`src/rtl/tdm_demux_4ch_if.sv`:
```
// tdm_demux_4ch_if
//   Bundles the serial TDM input and the four demultiplexed channel outputs
//   of tdm_demux_4ch.
//   master : drives DIN/FSYNC/EN, observes channel data and status
//   slave  : the demultiplexer itself
//   Signals:
//     DIN       serial data, MSB of each slot first
//     FSYNC     frame sync, high with the MSB of slot 0
//     EN        bit enable, DIN/FSYNC only meaningful when EN=1
//     A,B,C,D   registered slot 0..3 data (SLOT_W bits each)
//     VLD[3:0]  one-cycle new-value strobe per channel
//     SEL[1:0]  slot currently being received
//     LOCK      frame alignment established
//     SYNC_ERR  one-cycle pulse on an out-of-place FSYNC
//     PERR      sticky slot parity error
interface tdm_demux_4ch_if #(
  parameter int SLOT_W = 4
);
  logic              DIN;
  logic              FSYNC;
  logic              EN;
  logic [SLOT_W-1:0] A;
  logic [SLOT_W-1:0] B;
  logic [SLOT_W-1:0] C;
  logic [SLOT_W-1:0] D;
  logic [3:0]        VLD;
  logic [1:0]        SEL;
  logic              LOCK;
  logic              SYNC_ERR;
  logic              PERR;

  modport master (
    output DIN, FSYNC, EN,
    input  A, B, C, D, VLD, SEL, LOCK, SYNC_ERR, PERR
  );

  modport slave (
    input  DIN, FSYNC, EN,
    output A, B, C, D, VLD, SEL, LOCK, SYNC_ERR, PERR
  );
endinterface

```
`src/rtl/tdm_demux_4ch.sv`:
```
// tdm_demux_4ch
//   Four-channel TDM serial demultiplexer. A frame is four slots of SLOT_W
//   bits (MSB first); FSYNC marks the first bit of slot 0. A two-state
//   HUNT/RUN machine aligns to FSYNC, assembles each slot in a shift
//   register and writes it to channel register A/B/C/D with a one-cycle
//   VLD strobe. A flywheel tolerates one missing FSYNC; two consecutive
//   misses drop back to HUNT. An FSYNC seen off the frame boundary forces a
//   resync and pulses SYNC_ERR.
//   Ports:
//     clk    single clock, rising edge
//     rst_n  asynchronous active-low reset
//     bus    tdm_demux_4ch_if.slave (DIN, FSYNC, EN in; A..D, VLD, SEL,
//            LOCK, SYNC_ERR, PERR out)
//   Build option:
//     TDM_DEMUX_PARITY_EN  each slot carries one trailing even-parity bit;
//                          a bad slot is dropped (no write, no VLD) and
//                          sets sticky PERR. Undefined: PERR is tied to 0.
module tdm_demux_4ch #(
  parameter int SLOT_W = 4
) (
  input  logic            clk,
  input  logic            rst_n,
  tdm_demux_4ch_if.slave  bus
);

`ifdef TDM_DEMUX_PARITY_EN
  localparam int SLOT_BITS = SLOT_W + 1;
`else
  localparam int SLOT_BITS = SLOT_W;
`endif
  localparam int CNT_W = $clog2(SLOT_BITS);
  localparam logic [CNT_W-1:0] LAST_BIT = CNT_W'(SLOT_BITS - 1);

  typedef enum logic {HUNT, RUN} state_t;

  state_t              state;
  logic [CNT_W-1:0]    cnt_p0;
  logic [1:0]          sel_p0;
  logic [SLOT_BITS-1:0] shift_p0;
  logic                miss;
  logic                lock_arm;

  logic [SLOT_W-1:0]   a_p1, b_p1, c_p1, d_p1;
  logic [3:0]          vld_p1;
  logic                sync_err;
  logic                lock;
  logic                perr;

  logic [SLOT_BITS-1:0] word_p0;
  logic [SLOT_W-1:0]    data_p0;
  logic                 word_ok;
  logic                 at_boundary;
  logic                 run_bit;
  logic                 restart;
  logic                 drop;
  logic                 slot_done;

`ifdef TDM_DEMUX_PARITY_EN
  function automatic logic even_parity_ok(input logic [SLOT_BITS-1:0] w);
    return ~(^w);
  endfunction
  assign word_ok = even_parity_ok(word_p0);
`else
  assign word_ok = 1'b1;
`endif

  always_comb begin
    word_p0     = {shift_p0[SLOT_BITS-2:0], bus.DIN};
    data_p0     = word_p0[SLOT_BITS-1 -: SLOT_W];
    at_boundary = (sel_p0 == 2'd0) && (cnt_p0 == '0);
    run_bit     = bus.EN && (state == RUN);
    // FSYNC anywhere but the expected frame start forces a resync.
    restart     = run_bit && bus.FSYNC && !at_boundary;
    // Second consecutive missing FSYNC: alignment is lost.
    drop        = run_bit && !bus.FSYNC && at_boundary && miss;
    slot_done   = run_bit && !restart && !drop && (cnt_p0 == LAST_BIT);
  end

  // Stage p0 -> p1: bit assembly, framing control and channel write-back
  always_ff @(posedge clk or negedge rst_n) begin
    if (!rst_n) begin
      state    <= HUNT;
      cnt_p0   <= '0;
      sel_p0   <= 2'd0;
      shift_p0 <= '0;
      miss     <= 1'b0;
      lock_arm <= 1'b0;
      a_p1     <= '0;
      b_p1     <= '0;
      c_p1     <= '0;
      d_p1     <= '0;
      vld_p1   <= 4'd0;
      sync_err <= 1'b0;
      lock     <= 1'b0;
    end else begin
      vld_p1   <= 4'd0;
      sync_err <= 1'b0;
      lock_arm <= 1'b0;
      // LOCK follows the VLD[3] that completed the first aligned frame
      // by one cycle; later branches may still clear it.
      if (lock_arm) lock <= 1'b1;

      if (bus.EN) begin
        case (state)
          HUNT: begin
            if (bus.FSYNC) begin
              state    <= RUN;
              shift_p0 <= {{(SLOT_BITS-1){1'b0}}, bus.DIN};
              cnt_p0   <= CNT_W'(1);
              sel_p0   <= 2'd0;
              miss     <= 1'b0;
              lock     <= 1'b0;
            end
          end
          RUN: begin
            if (restart) begin
              // Partial slot is discarded; this bit is the new slot 0 MSB.
              shift_p0 <= {{(SLOT_BITS-1){1'b0}}, bus.DIN};
              cnt_p0   <= CNT_W'(1);
              sel_p0   <= 2'd0;
              miss     <= 1'b0;
              sync_err <= 1'b1;
              lock     <= 1'b0;
            end else if (drop) begin
              state    <= HUNT;
              shift_p0 <= '0;
              cnt_p0   <= '0;
              sel_p0   <= 2'd0;
              miss     <= 1'b0;
              lock     <= 1'b0;
            end else begin
              if (at_boundary) miss <= ~bus.FSYNC;
              shift_p0 <= word_p0;
              if (slot_done) begin
                cnt_p0 <= '0;
                sel_p0 <= sel_p0 + 2'd1;
                if (word_ok) begin
                  case (sel_p0)
                    2'd0:    a_p1 <= data_p0;
                    2'd1:    b_p1 <= data_p0;
                    2'd2:    c_p1 <= data_p0;
                    default: d_p1 <= data_p0;
                  endcase
                  vld_p1[sel_p0] <= 1'b1;
                end
                if (sel_p0 == 2'd3) lock_arm <= 1'b1;
              end else begin
                cnt_p0 <= cnt_p0 + CNT_W'(1);
              end
            end
          end
          default: state <= HUNT;
        endcase
      end
    end
  end

`ifdef TDM_DEMUX_PARITY_EN
  always_ff @(posedge clk or negedge rst_n) begin
    if (!rst_n) begin
      perr <= 1'b0;
    end else if (slot_done && !word_ok) begin
      perr <= 1'b1;
    end
  end
`else
  assign perr = 1'b0;
`endif

  assign bus.A        = a_p1;
  assign bus.B        = b_p1;
  assign bus.C        = c_p1;
  assign bus.D        = d_p1;
  assign bus.VLD      = vld_p1;
  assign bus.SEL      = sel_p0;
  assign bus.LOCK     = lock;
  assign bus.SYNC_ERR = sync_err;
  assign bus.PERR     = perr;

endmodule

```
`src/flat_wrapper.sv`:
```
// flat-port wrapper written by rule: the top's interface ports become plain ports
module tdm_demux_4ch_flat 
#(
  parameter int SLOT_W = 4
)
  (clk, rst_n, bus_DIN, bus_FSYNC, bus_EN, bus_A, bus_B, bus_C, bus_D, bus_VLD, bus_SEL, bus_LOCK, bus_SYNC_ERR, bus_PERR);
  tdm_demux_4ch_if #(.SLOT_W(SLOT_W)) bus_i ();
  input  logic clk;
  input  logic rst_n;
  input wire logic [$bits(bus_i.DIN)-1:0] bus_DIN;
  input wire logic [$bits(bus_i.FSYNC)-1:0] bus_FSYNC;
  input wire logic [$bits(bus_i.EN)-1:0] bus_EN;
  output wire logic [$bits(bus_i.A)-1:0] bus_A;
  output wire logic [$bits(bus_i.B)-1:0] bus_B;
  output wire logic [$bits(bus_i.C)-1:0] bus_C;
  output wire logic [$bits(bus_i.D)-1:0] bus_D;
  output wire logic [$bits(bus_i.VLD)-1:0] bus_VLD;
  output wire logic [$bits(bus_i.SEL)-1:0] bus_SEL;
  output wire logic [$bits(bus_i.LOCK)-1:0] bus_LOCK;
  output wire logic [$bits(bus_i.SYNC_ERR)-1:0] bus_SYNC_ERR;
  output wire logic [$bits(bus_i.PERR)-1:0] bus_PERR;
  assign bus_i.DIN = bus_DIN;
  assign bus_i.FSYNC = bus_FSYNC;
  assign bus_i.EN = bus_EN;
  assign bus_A = bus_i.A;
  assign bus_B = bus_i.B;
  assign bus_C = bus_i.C;
  assign bus_D = bus_i.D;
  assign bus_VLD = bus_i.VLD;
  assign bus_SEL = bus_i.SEL;
  assign bus_LOCK = bus_i.LOCK;
  assign bus_SYNC_ERR = bus_i.SYNC_ERR;
  assign bus_PERR = bus_i.PERR;
  tdm_demux_4ch #(.SLOT_W(SLOT_W)) u_core (.clk(clk), .rst_n(rst_n), .bus(bus_i));
endmodule
```
`config.mk`:
```
export PLATFORM = sky130hd
export DESIGN_NAME = tdm_demux_4ch_flat
export DESIGN_NICKNAME = d
export VERILOG_FILES = /design/src/rtl/tdm_demux_4ch_if.sv /design/src/rtl/tdm_demux_4ch.sv /design/src/flat_wrapper.sv
export SDC_FILE = /design/constraint.sdc
export NUM_CORES = 1
export LEC_CHECK = 0
export CAP_MARGIN = 5
export CORE_AREA = 2 2 54 56
export DETAILED_ROUTE_END_ITERATION = 6
export DIE_AREA = 0 0 56 58
export GPL_ROUTABILITY_DRIVEN = 1
export HOLD_SLACK_MARGIN = 0.1
export PLACE_DENSITY_LB_ADDON = 0.15
export SYNTH_ARGS = -nofsm -noshare
export SYNTH_HDL_FRONTEND = slang
export SYNTH_SLANG_ARGS = --single-unit
```
`constraint.sdc`:
```
create_clock -name clk -period 3.2 [get_ports clk]
set_input_delay 0.8 -clock clk [delete_from_list [all_inputs] [get_ports clk]]
set_output_delay 0.8 -clock clk [all_outputs]
set_load 0.05 [all_outputs]
```
# ---- Word level (Yosys, flattened, before mapping)
# Cells that the tools add are included.
dict set report totals {
  regBits 32
  latchBits 0
  ram_bits 0
  romBits 0
  in_bits 5
  out_inout_bits 25
  word_cells 99
  n_memories 0
}
dict set report op_classes {
  add_sub_neg 2
  n_mul 0
  div_mod_pow 0
  n_lt_le_gt_ge 2
  n_eq_ne 7
  n_shift 0
  mux 45
  n_bitwise 5
  n_reduce_logical 25
}
# operator count
set op_table {}
lappend op_table {{$reduce_and 6->1} 4}
lappend op_table {{$mux 1} 22}
lappend op_table {{$mux 4} 5}
lappend op_table {{$mux 2} 8}
lappend op_table {{$logic_and 1x1->1} 11}
lappend op_table {{$mux 3} 3}
lappend op_table {{$ne 4x4->1 const B} 2}
lappend op_table {{$pmux 2 s2} 2}
lappend op_table {{$eq 2x2->1 const B} 3}
lappend op_table {{$pmux 1 s2} 3}
lappend op_table {{$pmux 3 s2} 1}
lappend op_table {{$reduce_and 3->1} 2}
lappend op_table {{$not 1->1} 5}
lappend op_table {{$add 2x1->2 const B} 2}
lappend op_table {{$logic_not 1->1} 4}
lappend op_table {{$logic_not 2->1} 2}
lappend op_table {{$lt 2x3->1 const B} 1}
lappend op_table {{$reduce_or 3->1} 1}
lappend op_table {{$demux 1 s2} 1}
lappend op_table {{$eq 2x1->1 const B} 1}
lappend op_table {{$ge 2x1->1 const B} 1}
lappend op_table {{$ne 2x2->1 const B} 1}
lappend op_table {{$reduce_and 2->1} 1}

# ---- Longest topological paths before layout
# Gate-level depths: netlist of the first run.
dict set report logic_depth {
  depth_word 13
  ltp_mapped 6
  mapped_depth_nobuf 6
}

# ---- Worst setup path after synthesis of the first run
# OpenSTA, ideal clock, no wires.
dict set report synth_path {
  kind {reg-to-reg}
  startpoint {register u_core.sel_p0[0], in the netlist u_core.bus.SEL[0]}
  endpoint {register u_core.a_p1[0], in the netlist u_core.bus.A[0]}
  arrival_ns 2.098
  t_required_ns 3.072
  setup_slack_ns 0.974
  stages_incl_launch_ff 7
  n_path_buf 0
  period_less_slack_ns 2.226
  cell_sequence {dfrtp_1 inv_1 ha_1 and4b_1 a211oi_4 nand2_1 mux2_1}
}
dict set report synth_between {
  elab_chain_cells 9
  elab_cells_between_ends 14
  cone_classes {bitwise (2); reduce/logical (12)}
}
# item line
set synth_lines {}
lappend synth_lines {{start: declaration} tdm_demux_4ch.sv:38} ;# logic [1:0] sel_p0;
lappend synth_lines {{start signal: assignment} tdm_demux_4ch.sv:136} ;# sel_p0 <= sel_p0 + 2'd1;
lappend synth_lines {{$logic_not 2->1 *} {tdm_demux_4ch.sv:70, tdm_demux_4ch.sv:138}}
lappend synth_lines {{$logic_and 1x1->1} tdm_demux_4ch.sv:70} ;# at_boundary = (sel_p0 == 2'd0) && (cnt_p0 == '0);
lappend synth_lines {{$logic_not 1->1} tdm_demux_4ch.sv:73} ;# restart = run_bit && bus.FSYNC && !at_boundary;
lappend synth_lines {{$logic_and 1x1->1} tdm_demux_4ch.sv:73}
lappend synth_lines {{$logic_not 1->1} tdm_demux_4ch.sv:76} ;# slot_done = run_bit && !restart && !drop && (cnt_p0 == LAST_BIT);
lappend synth_lines {{$logic_and 1x1->1 (3 in series)} tdm_demux_4ch.sv:76}
lappend synth_lines {{$reduce_and 6->1 (no line) *} -}
lappend synth_lines {{end signal: assignment} tdm_demux_4ch.sv:139} ;# 2'd0: a_p1 <= data_p0;
lappend synth_lines {{end: declaration} tdm_demux_4ch.sv:43} ;# logic [SLOT_W-1:0] a_p1, b_p1, c_p1, d_p1;
# Mark *: on every way between the ends. The rest lies on a longest branch, timed or not.
# A chain may end at the register's enable or synchronous reset.

# ---- Worst setup path in the final report of the first run
dict set report layout_path {
  startpoint {input bus_FSYNC}
  endpoint {register u_core.a_p1[0], in the netlist u_core.bus.A[0]}
}
dict set report layout_between {
  elab_chain_cells 8
  elab_cells_between_ends 14
  cone_classes {bitwise (2); reduce/logical (12)}
}
# item line
set layout_lines {}
lappend layout_lines {{start: declaration} flat_wrapper.sv:11} ;# input wire logic [$bits(bus_i.FSYNC)-1:0] bus_FSYNC;
lappend layout_lines {{$logic_not 1->1} tdm_demux_4ch.sv:75} ;# drop = run_bit && !bus.FSYNC && at_boundary && miss;
lappend layout_lines {{$logic_and 1x1->1 (3 in series)} tdm_demux_4ch.sv:75}
lappend layout_lines {{$logic_not 1->1} tdm_demux_4ch.sv:76}
lappend layout_lines {{$logic_and 1x1->1 (2 in series)} tdm_demux_4ch.sv:76}
lappend layout_lines {{$reduce_and 6->1 (no line) *} -}
# Marks and branches as above.

==> results of run 1 <==
## critical path, cell delays in order
cell	delay, ns
clkdlybuf4s50_1	0.66
and4b_1	0.31
a211oi_4	0.33
nand2_1	0.22
mux2_1	0.35
## sequential cells by signal (all words and copies together) (netlist names), 2 cells and up
register,flops
u_core.bus.A,4
u_core.bus.B,4
u_core.bus.C,4
u_core.bus.D,4
u_core.bus.SEL,2
u_core.bus.VLD,3
u_core.cnt_p0,2
u_core.shift_p0,3
## placed cells by master (no fill, tap or decap), types with 2 or more instances in the layout
cell | synthesis | routed
dfrtp_1 | 31 | 31
nand2_1 | 10 | 10
a21oi_1 | 2 | 2
nand3_1 | 2 | 2
o21ai_0 | 5 | 5
ha_1 | 6 | 6
a32o_1 | 3 | 3
a22o_1 | 3 | 3
nor2_1 | 3 | 3
clkbuf_4 | 0 | 5
clkdlybuf4s50_1 | 0 | 28
and2_1 | 2 | 2
inv_1 | 10 | 10
mux2_2 | 15 | 15
clkbuf_8 | 0 | 2
## logic make-up (layout without fill, tap and decap cells)
family | count (synthesis) | count (layout) | synth area share [%]
AND/OR/NAND/NOR | 21 | 21 | 7.38
adder cells (fa/ha/maj) | 6 | 6 | 5.61
AO/OA/AOI/OAI | 18 | 18 | 10.6
other | 1 | 1 | 0.280
multiplexers | 16 | 16 | 13.5
buffers and inverters | 14 | 47 | 4.77
flip-flops | 31 | 31 | 57.9
## final timing paths
kind	from	endpoint	slack [ns]	cells after the start
min in group asynchronous	rst_n	u_core.bus.C[2]	0.85	2
min	u_core.bus.LOCK	u_core.bus.LOCK	0.51	2
max in group asynchronous	rst_n	u_core.lock_arm	2.08	2
min reg2reg	u_core.bus.LOCK	u_core.bus.LOCK	0.51	2
max reg2reg	u_core.bus.SEL[0]	u_core.bus.A[0]	1.10	6
max	bus_FSYNC	u_core.bus.A[0]	0.74	5
## cell usage after synthesis, types with 2 or more instances
cell      n  area, um^2
dfrtp_1  31         776
mux2_2   15         169
inv_1    10        37.5
nand2_1  10        37.5
ha_1      6        75.1
o21ai_0   5        25.0
a22o_1    3        26.3
a32o_1    3        30.0
buf_4     3        22.5
nor2_1    3        11.3
a21oi_1   2        10.0
and2_1    2        12.5
nand3_1   2        10.0
## cell type report
| cell class | instances | area [um^2] | share of cell area [%] |
|---|---|---|---|
| clock buffers | 8 | 68.8 | 4.03 |
| inverters | 10 | 37.5 | 2.20 |
| multi-input cells | 62 | 499 | 29.2 |
| flip-flops and latches | 31 | 776 | 45.4 |
| well taps | 31 | 38.8 | 2.27 |
| repair buffers | 29 | 288 | 16.8 |
## layer usage
metal / wire (um) / vias up
li1: - / 433
met1: 1070 / 444
met2: 1170 / 32
met3: 141 / 6
met4: 59 / 0
met5: 0 / -
## through the flow
| stage | power (mW) | worst slack (ns) | cell area, um^2 | instances |
|---|---|---|---|---|
| 2_1_floorplan | 0.954 | 0.974 | 1340 | 107 |
| 3_3_place_gp | 1.13 | 0.447 | 1640 | 163 |
| 3_5_place_dp | 1.15 | 0.394 | 1640 | 163 |
| 4_1_cts | 1.41 | 0.760 | 1710 | 171 |
| 5_1_grt | 1.47 | 0.694 | 1710 | 171 |
| 6_report | 1.39 | 0.742 | 1710 | 171 |
## power groups by stage
stage	clock network [mW]	registers, mW	logic [mW]
final	0.254	0.557	0.578
after global routing	0.282	0.571	0.614
after CTS	0.267	0.559	0.582
after detailed placement	0	0.568	0.581
after global placement	0	0.561	0.570
after floorplan	0	0.756	0.198
==> metrics.txt, run 1 <==
outcome=completed; largest net degree at the start of global routing=32; first-pass GRT wire length=4140 um; worst skew pair latency=0.33 ns; Crit Path Max Fanout=9; routed vias=915; Synth warnings=0; total track usage=17.3%; Syn Nets=118; met2 global-route usage=25.7%; Sw Share=40.7%; Final Wtd Congestion=0.826; setup TNS=0 ns; Area growth, synth to finish=27.6%; H-tree depth=2; Final Cycle Share=76.8%; fmax=0.407 GHz; chip height=58 um; Detail Route Antenna Nets=0; busiest grt layer=met2; Slew HR=66.3%; number of core rows=19; Seq/Total Area, Yosys=57.9%; Initial Util=50.3%; Overflow after GRT=0; Mapped Area=1340 um^2; core area=2660 um^2; Remaining DRCs=0; n_diodes=0; # setup viols final=0; PostCTS Resize Cnt=0; DRT Wirelength=2440 um; sequential share of power=40.1%; number of DRC markers in iteration 0=9; clock-pin slew of the registers on the worst-case setup and hold paths=0.09 ns; clock power share=18.3%; CTS tree=done; asr flop ratio synth=100%; Least-Margin Pin Slew=0.504 ns; clk buf depth=2; WP data arrival=2.67 ns; GRT met3 Usage=6.92%; pwr/cell area=813 nW/um^2; max-cap violation count=0; fin nets=150; Root Driver=clkbuf_4; die area=3250 um^2; final hold vios=0; P_leak=0.835 nW; Final Util=64.1%; Die Wd=56 um; ys flop type=dfrtp_1; Initial DRT Pass Iterations=4; Synth Area per Inst=12.5 um^2; switching power=566 uW; Post-synth EDFFs=0; dpl hpwl=1830 um; Gate Count Post-Synth=107; flop and latch count out of synthesis=31; Worst Path Required=3.41 ns; Final Skew=0.00530 ns; average wire per standard cell=14.3 um; CP Capture Type=flip-flop; Pint=824 uW; vias per cell=5.35; worst min path class=flip-flop to flip-flop; pins over their slew limit=0; port bufs=28; Num CTS Buffers=5; Post-CTS Setup Inserts=0; Gate power share=41.6%; worst-case vdd ir drop=0.557 mV; initial antenna violation count=0; filler cell count=218; GR Util met1=22.1%; layout cell share with drive strength beyond 1=17.1%; hold_buf cts=0; RSZ-0062 raised after global routing=false; vias in the first global route=877; Sink Count=31; Critical Path Start Type=input port; Final min period=2.46 ns; I/O pin count=30; worst hold slack=0.512 ns; synth unique cells=25; WS Path Type=input port to flip-flop
Note: power is estimated with default switching activity, not from simulation.
==> run 2, diff against run 1 <==
--- a/config.mk
+++ b/config.mk
@@ -6,9 +6,9 @@
 export NUM_CORES = 1
 export LEC_CHECK = 0
 export CAP_MARGIN = 5
-export CORE_AREA = 2 2 54 56
+export CORE_AREA = 2 2 56 58
 export DETAILED_ROUTE_END_ITERATION = 6
-export DIE_AREA = 0 0 56 58
+export DIE_AREA = 0 0 58 60
 export GPL_ROUTABILITY_DRIVEN = 1
 export HOLD_SLACK_MARGIN = 0.1
 export PLACE_DENSITY_LB_ADDON = 0.15
==> constraint.sdc (replaced) <==
create_clock -name clk -period 2.5 [get_ports clk]
set_input_delay 0.625 -clock clk [delete_from_list [all_inputs] [get_ports clk]]
set_output_delay 0.625 -clock clk [all_outputs]
set_load 0.05 [all_outputs]
==> run 2 against run 1 <==
Clock skew about the same. Largest power group unchanged. Sequential cell count unchanged. Global-route usage increased by 0.32 points. Clock power increased by 14%. Setup slack got worse by 0.47 ns. Critical path depth decreased by 4. Largest cell class unchanged. Cell count increased by 2.3%. Power increased by 26%. Wire length increased by 5.3%.
==> metrics.txt, run 2 (synthesized netlist as in run 1, its figures left out) <==
outcome=completed (unchanged); Worst Min Path Start=u_core.miss (was u_core.bus.LOCK); first-pass GRT wire length=4420 um (was 4140 um); Initial Util=46.1% (was 50.3%); max-cap violation count=0 (unchanged); DRT Wirelength=2570 um (was 2440 um); layout cell share with drive strength beyond 1=19.0% (was 17.1%); RR Endpoint=u_core.bus.A[0] (unchanged); Num CTS Buffers=5 (unchanged); initial antenna violation count=0 (unchanged); die area=3480 um^2 (was 3250 um^2); clock-pin slew of the registers on the worst-case setup and hold paths=0.09 ns (about the same); number of DRC markers in iteration 0=39 (was 9); Worst R2R Start=u_core.bus.SEL[0] (unchanged); Worst Path Required=1.88 ns (was 3.41 ns); hold depth=1 (was 2); Area growth, synth to finish=28.5% (was 27.6%); clk buf depth=2 (unchanged); Critical Path Start Type=flip-flop (was input port); H-tree depth=2 (unchanged); CP delay by family, top=buffers and inverters (unchanged); routed vias=922 (was 915); worst min path class=flip-flop to flip-flop (unchanged); Crit path buffers/inverters=1 (unchanged); vias per cell=5.27 (was 5.35); Worst path max stage delay=0.84 ns (was 0.66 ns); Sink Count=31 (unchanged); Final WS setup=0.273 ns (was 0.742 ns); Final Skew=0.00579 ns (was 0.00530 ns); Overflow after GRT=0 (unchanged); PostCTS Resize Cnt=0 (unchanged); worst-case vdd ir drop=0.561 mV (was 0.557 mV); worst path cell trace=clkdlybuf4s50_1 (was clkdlybuf4s50_1 -> and4b_1 -> a211oi_4 -> nand2_1 -> mux2_1); WS Path Type=flip-flop to primary output (was input port to flip-flop); worst skew pair latency=0.32 ns (was 0.33 ns); r2r worst-path depth=6 (unchanged); port bufs=28 (unchanged); pins over their slew limit=0 (unchanged); CTS tree=done (unchanged); WP data arrival=1.60 ns (was 2.67 ns); dpl hpwl=1880 um (was 1830 um); RSZ-0062 raised after global routing=false (unchanged); largest net degree at the start of global routing=32 (unchanged); Root Driver=clkbuf_4 (unchanged); CP Capture Type=primary output (was flip-flop); I/O pin count=30 (unchanged); Crit Path Max Fanout=6 (was 9); core area=2900 um^2 (was 2660 um^2); fin cells=175 (was 171); Detail Route Antenna Nets=0 (unchanged); number of core rows=20 (was 19); Die Wd=58 um (was 56 um); commonest non-fill, non-tap cell in the layout=dfrtp_1 (unchanged); fin nets=153 (was 150); fmax=0.449 GHz; Post-Place Worst Slack=0.129 ns (was 0.394 ns); Final Wtd Congestion=0.824 (was 0.826); pwr/cell area=1020 nW/um^2 (was 813 nW/um^2); hold_buf cts=0 (unchanged); Final min period=2.23 ns; total track usage=17.6% (was 17.3%); final hold vios=0 (unchanged); Final Cycle Share=89.1%; setup TNS=0 ns (unchanged); vias in the first global route=952 (was 877); placed cell count=168 (was 163); Remaining DRCs=0 (unchanged); # setup viols final=0 (unchanged); Initial DRT Pass Iterations=4 (unchanged); P_leak=0.846 nW (was 0.835 nW); chip height=60 um (was 58 um); n_diodes=0 (unchanged); Reg2Reg Setup Slack=0.44 ns (was 1.10 ns); commonest cells after routing, fill and taps aside=31 x dfrtp_1, 28 x clkdlybuf4s50_1, 15 x mux2_2, 10 x inv_1, 10 x nand2_1 (unchanged); Least-Margin Pin Slew=0.537 ns (was 0.504 ns); Slew HR=63.8% (was 66.3%); worst hold path endpoint=u_core.miss (was u_core.bus.LOCK); critical path's slowest cell=clkdlybuf4s50_1 (unchanged); total power=1.76 mW (was 1.39 mW); Post-CTS Setup Inserts=0 (unchanged); average wire per standard cell=14.7 um (was 14.3 um)
## run 2: cell count changes in the layout (fill, tap and decap cells not counted)
cell      delta
buf_4        +3
clkbuf_8     -1
clkinv_2     +1
clkbuf_1     -1
## run 2: area by class of cell
cell class,instances,area [um^2]
Timing Repair Buffer,32,310
Clock buffer,6,51.3
Inverter,10,37.5
Multi-Input combinational cell,62,499
Fill cell,250,1180
Clock inverter,1,5.00
Tap cell,33,41.3
Sequential cell,31,776
## run 2: per-layer routing
metal | routed length [um] | track usage [%] | vias to the layer above
li1 | - | - | 441
met1 | 1130 | 19.9 | 442
met2 | 1230 | 29.2 | 29
met3 | 131 | 6.71 | 10
met4 | 87 | 8.97 | 0
met5 | 0 | 0 | -
## run 2: how the worst max path moves through the flow
| stage | depth (start not counted) | end | start | slack, ns |
|---|---|---|---|---|
| after floorplan | 6 | u_core.bus.A[0] | u_core.bus.SEL[0] | 0.27 |
| after global placement | 5 | u_core.bus.A[0] | bus_FSYNC | 0.18 |
| after detailed placement | 5 | u_core.bus.A[0] | bus_FSYNC | 0.13 |
| after CTS | 1 | bus_SEL[0] | u_core.bus.SEL[0] | 0.25 |
| after global routing | 1 | bus_SEL[0] | u_core.bus.SEL[0] | 0.20 |
| final | 1 | bus_SEL[0] | u_core.bus.SEL[0] | 0.27 |
## run 2: power by group
part           internal (mW)  switching (mW)
Sequential             0.615          0.0978
Combinational          0.278           0.475
Clock                  0.130           0.159
## run 2: per-stage QoR
step | utilization, % | hold slack [ns] | area [um^2]
2_1_floorplan | - | 0.329 | 1340
3_3_place_gp | 57.3 | 0.482 | 1660
3_5_place_dp | 57.3 | 0.496 | 1660
4_1_cts | 59.3 | 0.510 | 1720
5_1_grt | 59.3 | 0.528 | 1720
6_report | 59.3 | 0.505 | 1720
## run 2: worst reg2reg max path, cell delays in order (launching register included)
cell      delay [ns]
dfrtp_1         0.45
inv_1           0.11
ha_1            0.23
nand2_1         0.20
a211oi_4        0.38
nand2_1         0.22
mux2_1          0.36
